===== src/rtl/acc_stream_16bit.sv =====
// rtl/acc_stream_16bit.sv - streaming multi-operand accumulator around a 16-bit ripple-of-CLA adder
// Optional signed-overflow tracking is compiled in with `define ACC_SIGNED_OVF_EN.

module cla_4bit (
    input  logic [3:0] a,
    input  logic [3:0] b,
    input  logic       cin,
    output logic [3:0] sum,
    output logic       cout
);
    logic [3:0] g;
    logic [3:0] p;
    logic [3:0] c;

    assign g = a & b;
    assign p = a ^ b;

    assign c[0] = cin;
    assign c[1] = g[0] | (p[0] & cin);
    assign c[2] = g[1] | (p[1] & g[0]) | (p[1] & p[0] & cin);
    assign c[3] = g[2] | (p[2] & g[1]) | (p[2] & p[1] & g[0]) | (p[2] & p[1] & p[0] & cin);
    assign cout = g[3] | (p[3] & g[2]) | (p[3] & p[2] & g[1]) | (p[3] & p[2] & p[1] & g[0])
                | (p[3] & p[2] & p[1] & p[0] & cin);
    assign sum  = p ^ c;
endmodule

module cla_16bit_ripple (
    input  logic [15:0] a,
    input  logic [15:0] b,
    input  logic        cin,
    output logic [15:0] sum,
    output logic        cout
);
    logic [4:0] c;

    assign c[0] = cin;

    // Carry ripples between 4-bit lookahead slices.
    for (genvar i = 0; i < 4; i++) begin : g_slice
        cla_4bit u_cla (
            .a   (a[4*i +: 4]),
            .b   (b[4*i +: 4]),
            .cin (c[i]),
            .sum (sum[4*i +: 4]),
            .cout(c[i+1])
        );
    end

    assign cout = c[4];
endmodule

module acc_stream_16bit #(
    parameter int CNT_W = 8
) (
    input  logic             clk,
    input  logic             rst,
    input  logic             in_valid,
    output logic             in_ready,
    input  logic [15:0]      in_data,
    input  logic             in_last,
    output logic             out_valid,
    input  logic             out_ready,
    output logic [15:0]      out_sum,
    output logic [CNT_W-1:0] out_cnt,
    output logic             out_carry,
    output logic             out_ovf
);
    typedef enum logic {
        ST_ACC  = 1'b0,
        ST_HOLD = 1'b1
    } state_t;

    localparam logic [CNT_W-1:0] CNT_ONE = {{(CNT_W-1){1'b0}}, 1'b1};
    localparam logic [CNT_W-1:0] CNT_MAX = {CNT_W{1'b1}};

    state_t            state_q, state_d;
    logic [15:0]       acc_q, acc_d;
    logic [CNT_W-1:0]  cnt_q, cnt_d;
    logic              cy_q, cy_d;
    logic [15:0]       add_sum;
    logic              add_cout;
    logic              accept;

    cla_16bit_ripple u_adder (
        .a   (acc_q),
        .b   (in_data),
        .cin (1'b0),
        .sum (add_sum),
        .cout(add_cout)
    );

    assign accept = in_valid && (state_q == ST_ACC);

    always_ff @(posedge clk or posedge rst) begin
        if (rst) begin
            state_q <= ST_ACC;
        end else begin
            state_q <= state_d;
        end
    end

    always_comb begin
        state_d = state_q;
        case (state_q)
            ST_ACC:  if (accept && in_last) state_d = ST_HOLD;
            ST_HOLD: if (out_ready)         state_d = ST_ACC;
            default:                        state_d = ST_ACC;
        endcase
    end

    always_comb begin
        in_ready  = (state_q == ST_ACC);
        out_valid = (state_q == ST_HOLD);
    end

    always_comb begin
        acc_d = acc_q;
        cnt_d = cnt_q;
        cy_d  = cy_q;
        if (state_q == ST_HOLD) begin
            if (out_ready) begin
                acc_d = 16'h0000;
                cnt_d = '0;
                cy_d  = 1'b0;
            end
        end else if (accept) begin
            acc_d = add_sum;
            cnt_d = (cnt_q == CNT_MAX) ? cnt_q : cnt_q + CNT_ONE;
            cy_d  = cy_q | add_cout;
        end
    end

    always_ff @(posedge clk or posedge rst) begin
        if (rst) begin
            acc_q <= 16'h0000;
            cnt_q <= '0;
            cy_q  <= 1'b0;
        end else begin
            acc_q <= acc_d;
            cnt_q <= cnt_d;
            cy_q  <= cy_d;
        end
    end

    assign out_sum   = acc_q;
    assign out_cnt   = cnt_q;
    assign out_carry = cy_q;

`ifdef ACC_SIGNED_OVF_EN
    logic ov_q, ov_d;
    logic add_ovf;

    // Operands of equal sign producing a result of the other sign.
    assign add_ovf = (acc_q[15] == in_data[15]) && (add_sum[15] != acc_q[15]);

    always_comb begin
        ov_d = ov_q;
        if (state_q == ST_HOLD) begin
            if (out_ready) ov_d = 1'b0;
        end else if (accept) begin
            ov_d = ov_q | add_ovf;
        end
    end

    always_ff @(posedge clk or posedge rst) begin
        if (rst) begin
            ov_q <= 1'b0;
        end else begin
            ov_q <= ov_d;
        end
    end

    assign out_ovf = ov_q;
`else
    assign out_ovf = 1'b0;
`endif
endmodule


===== config.mk =====
export PLATFORM = sky130hd
export DESIGN_NAME = acc_stream_16bit
export DESIGN_NICKNAME = d
export VERILOG_FILES = /design/src/rtl/acc_stream_16bit.sv
export SDC_FILE = /design/constraint.sdc
export NUM_CORES = 1
export LEC_CHECK = 0
export ABC_AREA = 1
export CAP_MARGIN = 20
export CORE_ASPECT_RATIO = 0.75
export CORE_UTILIZATION = 50
export CTS_BUF_LIST = sky130_fd_sc_hd__clkbuf_8
export DETAILED_ROUTE_END_ITERATION = 10
export DONT_BUFFER_PORTS = 1
export GPL_TIMING_DRIVEN = 0
export PLACE_DENSITY = 0.67
export SYNTH_ARGS = -nofsm -noshare
export SYNTH_HDL_FRONTEND = slang
export SYNTH_SLANG_ARGS = --single-unit

===== constraint.sdc =====
create_clock -name clk -period 1.9 [get_ports clk]
set_input_delay 0.38 -clock clk [delete_from_list [all_inputs] [get_ports clk]]
set_output_delay 0.38 -clock clk [all_outputs]
set_load 0.005 [all_outputs]

==> summary.md, run 1 <==
| Metric | Value |
|---|---|
| Outcome | finished, violations left |
| Failing checks | setup timing |
| Initial antenna violation count | 0 |
| Row cnt | 18 |
| Router iterations before antenna repair | 4 |
| Post-DR wirelength/cell | 15.3 microns |
| Post-synth top cells | 60 x nand2_1, 26 x dfrtp_1, 18 x nor2_1 |
| Number of synthesized flops with an enable pin | 0 |
| Routed WL | 4360 microns |
| Unrepaired setup endpoints after global routing | yes |
| Max VDD drop | 0.000810 V |
| Vias per inst | 5.42 |
| Clock sink total | 26 |
| Final setup TNS | -0.801 ns |
| WP data arrival | 2.22 ns |
| Mapped Nets | 265 |
| H-tree levels | 1 |
| Post-synth ARST share | 1.00 |
| Worst-path clk slew | 0.10 ns |
| DRC Markers | 0 |
| Worst reg-to-reg setup slack | -0.15 ns |
| Register area share after synthesis | 0.354 |
| Largest net degree at the start of global routing | 27 |
| Internal Pwr Total | 1840 uW |
| Critical-path maximum fanout | 3 |
| CP endpoint kind | flop |
| FF+latch count, synth | 26 |
| Synth Cell Area | 0.00184 sq mm |
| Nets | 278 |
| Root buf cell | clkbuf_8 |
| Leakage | 0.00108 uW |
| Max incr delay on CP | 0.46 ns |
| Area of the die | 0.00392 sq mm |
| Clock Path Buffers | 2 |
| Vias | 1544 |
| Cell total after placement | 273 |
| Grt ovf | 0 |
| Final Non-Filler Cells | 285 |
| Crit path kind | reg2reg |
| Initial DRC Count | 72 |
| Total power | 3280 uW |
| WHS | 0.228 ns |
| Layout area overhead | 18.6% |
| Clk_skew | 0.00636 ns |
| Final hold vios | 0 |
| Critical Path Start Type | flop |
| Crit path cell chain | ha_4 > or2_0 > nand2_1 > nand2_2 > buf_4 > buf_6 > fa_2 > a22o_1 |
| Period minus WS final | 2.05 ns |
| Post-Syn Instances | 223 |
| Average cell area after synthesis | 8.24 sq um |
| Detailed placement HPWL | 3080 microns |
| Hold Path Class | in2reg |
| Io pins | 49 |
| Gpl congestion | 0.821 |
| Final WS setup | -0.148 ns |
| Total track usage | 0.230 |
| Ratio of cells with drive above 1 in the final layout | 0.230 |
| Final setup viols | 9 |
| Sw frac | 0.438 |
| NetSw | 1430 uW |
| Slowest CP cell | dfrtp_2 |
| Comb pwr share | 0.537 |
| Total CTS buffers | 3 |
| Part of the cycle the worst path needs | 1.08 |
| Starting Density | 0.540 |
| Clock power frac | 0.144 |
| Critical Path RT | 2.07 ns |
| Area share of the largest cell type after synthesis | 0.354 |
| First-pass GRT wire length | 6820 microns |
| # port buffers | 0 |
| Antenna-violating nets left | 0 |
| Sequential share of power | 0.320 |
| Most used DFF post-synth | dfrtp_1 |
| CP bufs+invs | 2 |
| # diodes | 0 |
| Fmax | 0.488 GHz |
| Worst-skew pair later-pin latency | 0.28 ns |
| Post-synthesis cell type count | 33 |
| CORE AREA | 0.00340 sq mm |
| Die Ht | 54.5 microns |
| Biggest area consumer among synthesized cells | dfrtp_1 |
| Max-cap viol count | 0 |
| Synth warn | 0 |
| Synth area leaders | dfrtp_1 35%, nand2_1 12%, ha_1 12% |
| Top-count cell post-synth | nand2_1 |
| CTS tree | done |
| Vias in the first global route | 1568 |
| CP top delay family | adder cells |
| Die width | 72.0 microns |
| Pwr/cell area | 1500 mW/mm^2 |
| Max-slew violations | 0 |
-- layout by cell type (no fill, tap or decap), drive strengths merged, types with 2 or more instances in the layout --
master	synthesis	layout
nand2	71	71
nor3	2	2
a22o	5	5
nand4	4	4
buf	3	10
ha	17	17
nor2	22	22
xor2	2	2
o31ai	2	2
o21ai	11	11
a31oi	2	2
dfrtp	26	26
nand3	13	13
clkbuf	0	3
inv	21	21
nand3b	2	2
fa	4	4
a21oi	10	10
-- metal layers --
| layer | routed length [microns] | vias to the layer above | track usage |
|---|---|---|---|
| met5 | 0 | - | 0 |
| met4 | 38 | 0 | 0.0850 |
| met3 | 229 | 4 | 0.0645 |
| met2 | 2150 | 38 | 0.396 |
| met1 | 1950 | 735 | 0.284 |
| li1 | - | 767 | - |
-- through the flow --
stage | utilization | worst slack [ns] | instance area (sq um)
floorplan | - | -0.0781 | 1850
global placement | 0.562 | -0.176 | 1910
detailed placement | 0.562 | -0.216 | 1910
CTS | 0.601 | -0.142 | 2040
global route | 0.641 | -0.234 | 2180
finish | 0.641 | -0.148 | 2180
-- flip-flops by register name, summed over array words and instances (netlist names) --
register,flops
out_carry,1
out_cnt,8
out_sum,16
out_valid,1
-- what timing repair did --
| action | 4_1_cts | 5_1_grt |
|---|---|---|
| hold buffers | 0 | 1 |
| pin swaps | 4 | 8 |
| endpoints found under the setup margin | 4 | 11 |
| buffers inserted | 4 | 2 |
| endpoints found under the hold margin | 0 | 6 |
| resized for setup | 7 | 13 |
-- layout make-up --
type,instances,area (sq um)
Clock buffer,3,41.3
Timing Repair Buffer,8,93.8
Multi-Input combinational cell,173,1200
Inverter,21,78.8
Clock inverter,1,30.0
Buffer,3,20.0
Sequential cell,26,653
Fill cell,282,1220
Tap cell,50,62.6
-- power groups by stage --
stage	combinational (uW)	sequential, uW	clock (uW)
2_1_floorplan	1170	968	0
3_3_place_gp	1350	1030	0
3_5_place_dp	1430	1030	0
4_1_cts	1560	1030	482
5_1_grt	2000	1080	493
6_report	1760	1050	470
-- worst paths after layout --
path | startpoint | to | depth (start not counted)
worst max-delay path | out_sum[3] | out_sum[4] | 8
worst min-delay path | in_valid | out_valid | 2
worst max register to register | out_sum[3] | out_sum[4] | 8
max in group asynchronous | rst | out_sum[3] | 3
min in group asynchronous | rst | out_sum[6] | 2
worst min register to register | out_sum[14] | out_sum[14] | 2
-- cell families (layout without fill, tap and decap cells) --
family / count (synthesis) / count (layout) / share of synthesized area
AND/OR/NAND/NOR: 115 / 115 / 0.304
AO/OA/AOI/OAI: 33 / 33 / 0.112
flip-flops: 26 / 26 / 0.354
buffers and inverters: 24 / 36 / 0.0538
adder cells (fa/ha/maj): 21 / 21 / 0.159
XOR/XNOR: 3 / 3 / 0.0143
other: 1 / 1 / 0.00204
(Power assumes the default switching activity.)
==> run 2, diff against run 1 <==
--- a/config.mk
+++ b/config.mk
@@ -10,6 +10,7 @@
 export CORE_ASPECT_RATIO = 0.75
 export CORE_UTILIZATION = 50
 export CTS_BUF_LIST = sky130_fd_sc_hd__clkbuf_8
+export CTS_CLUSTER_SIZE = 10
 export DETAILED_ROUTE_END_ITERATION = 10
 export DONT_BUFFER_PORTS = 1
 export GPL_TIMING_DRIVEN = 0
==> results of run 2 <==
No change in the layout: final DEF, timing and power equal those of run 1.
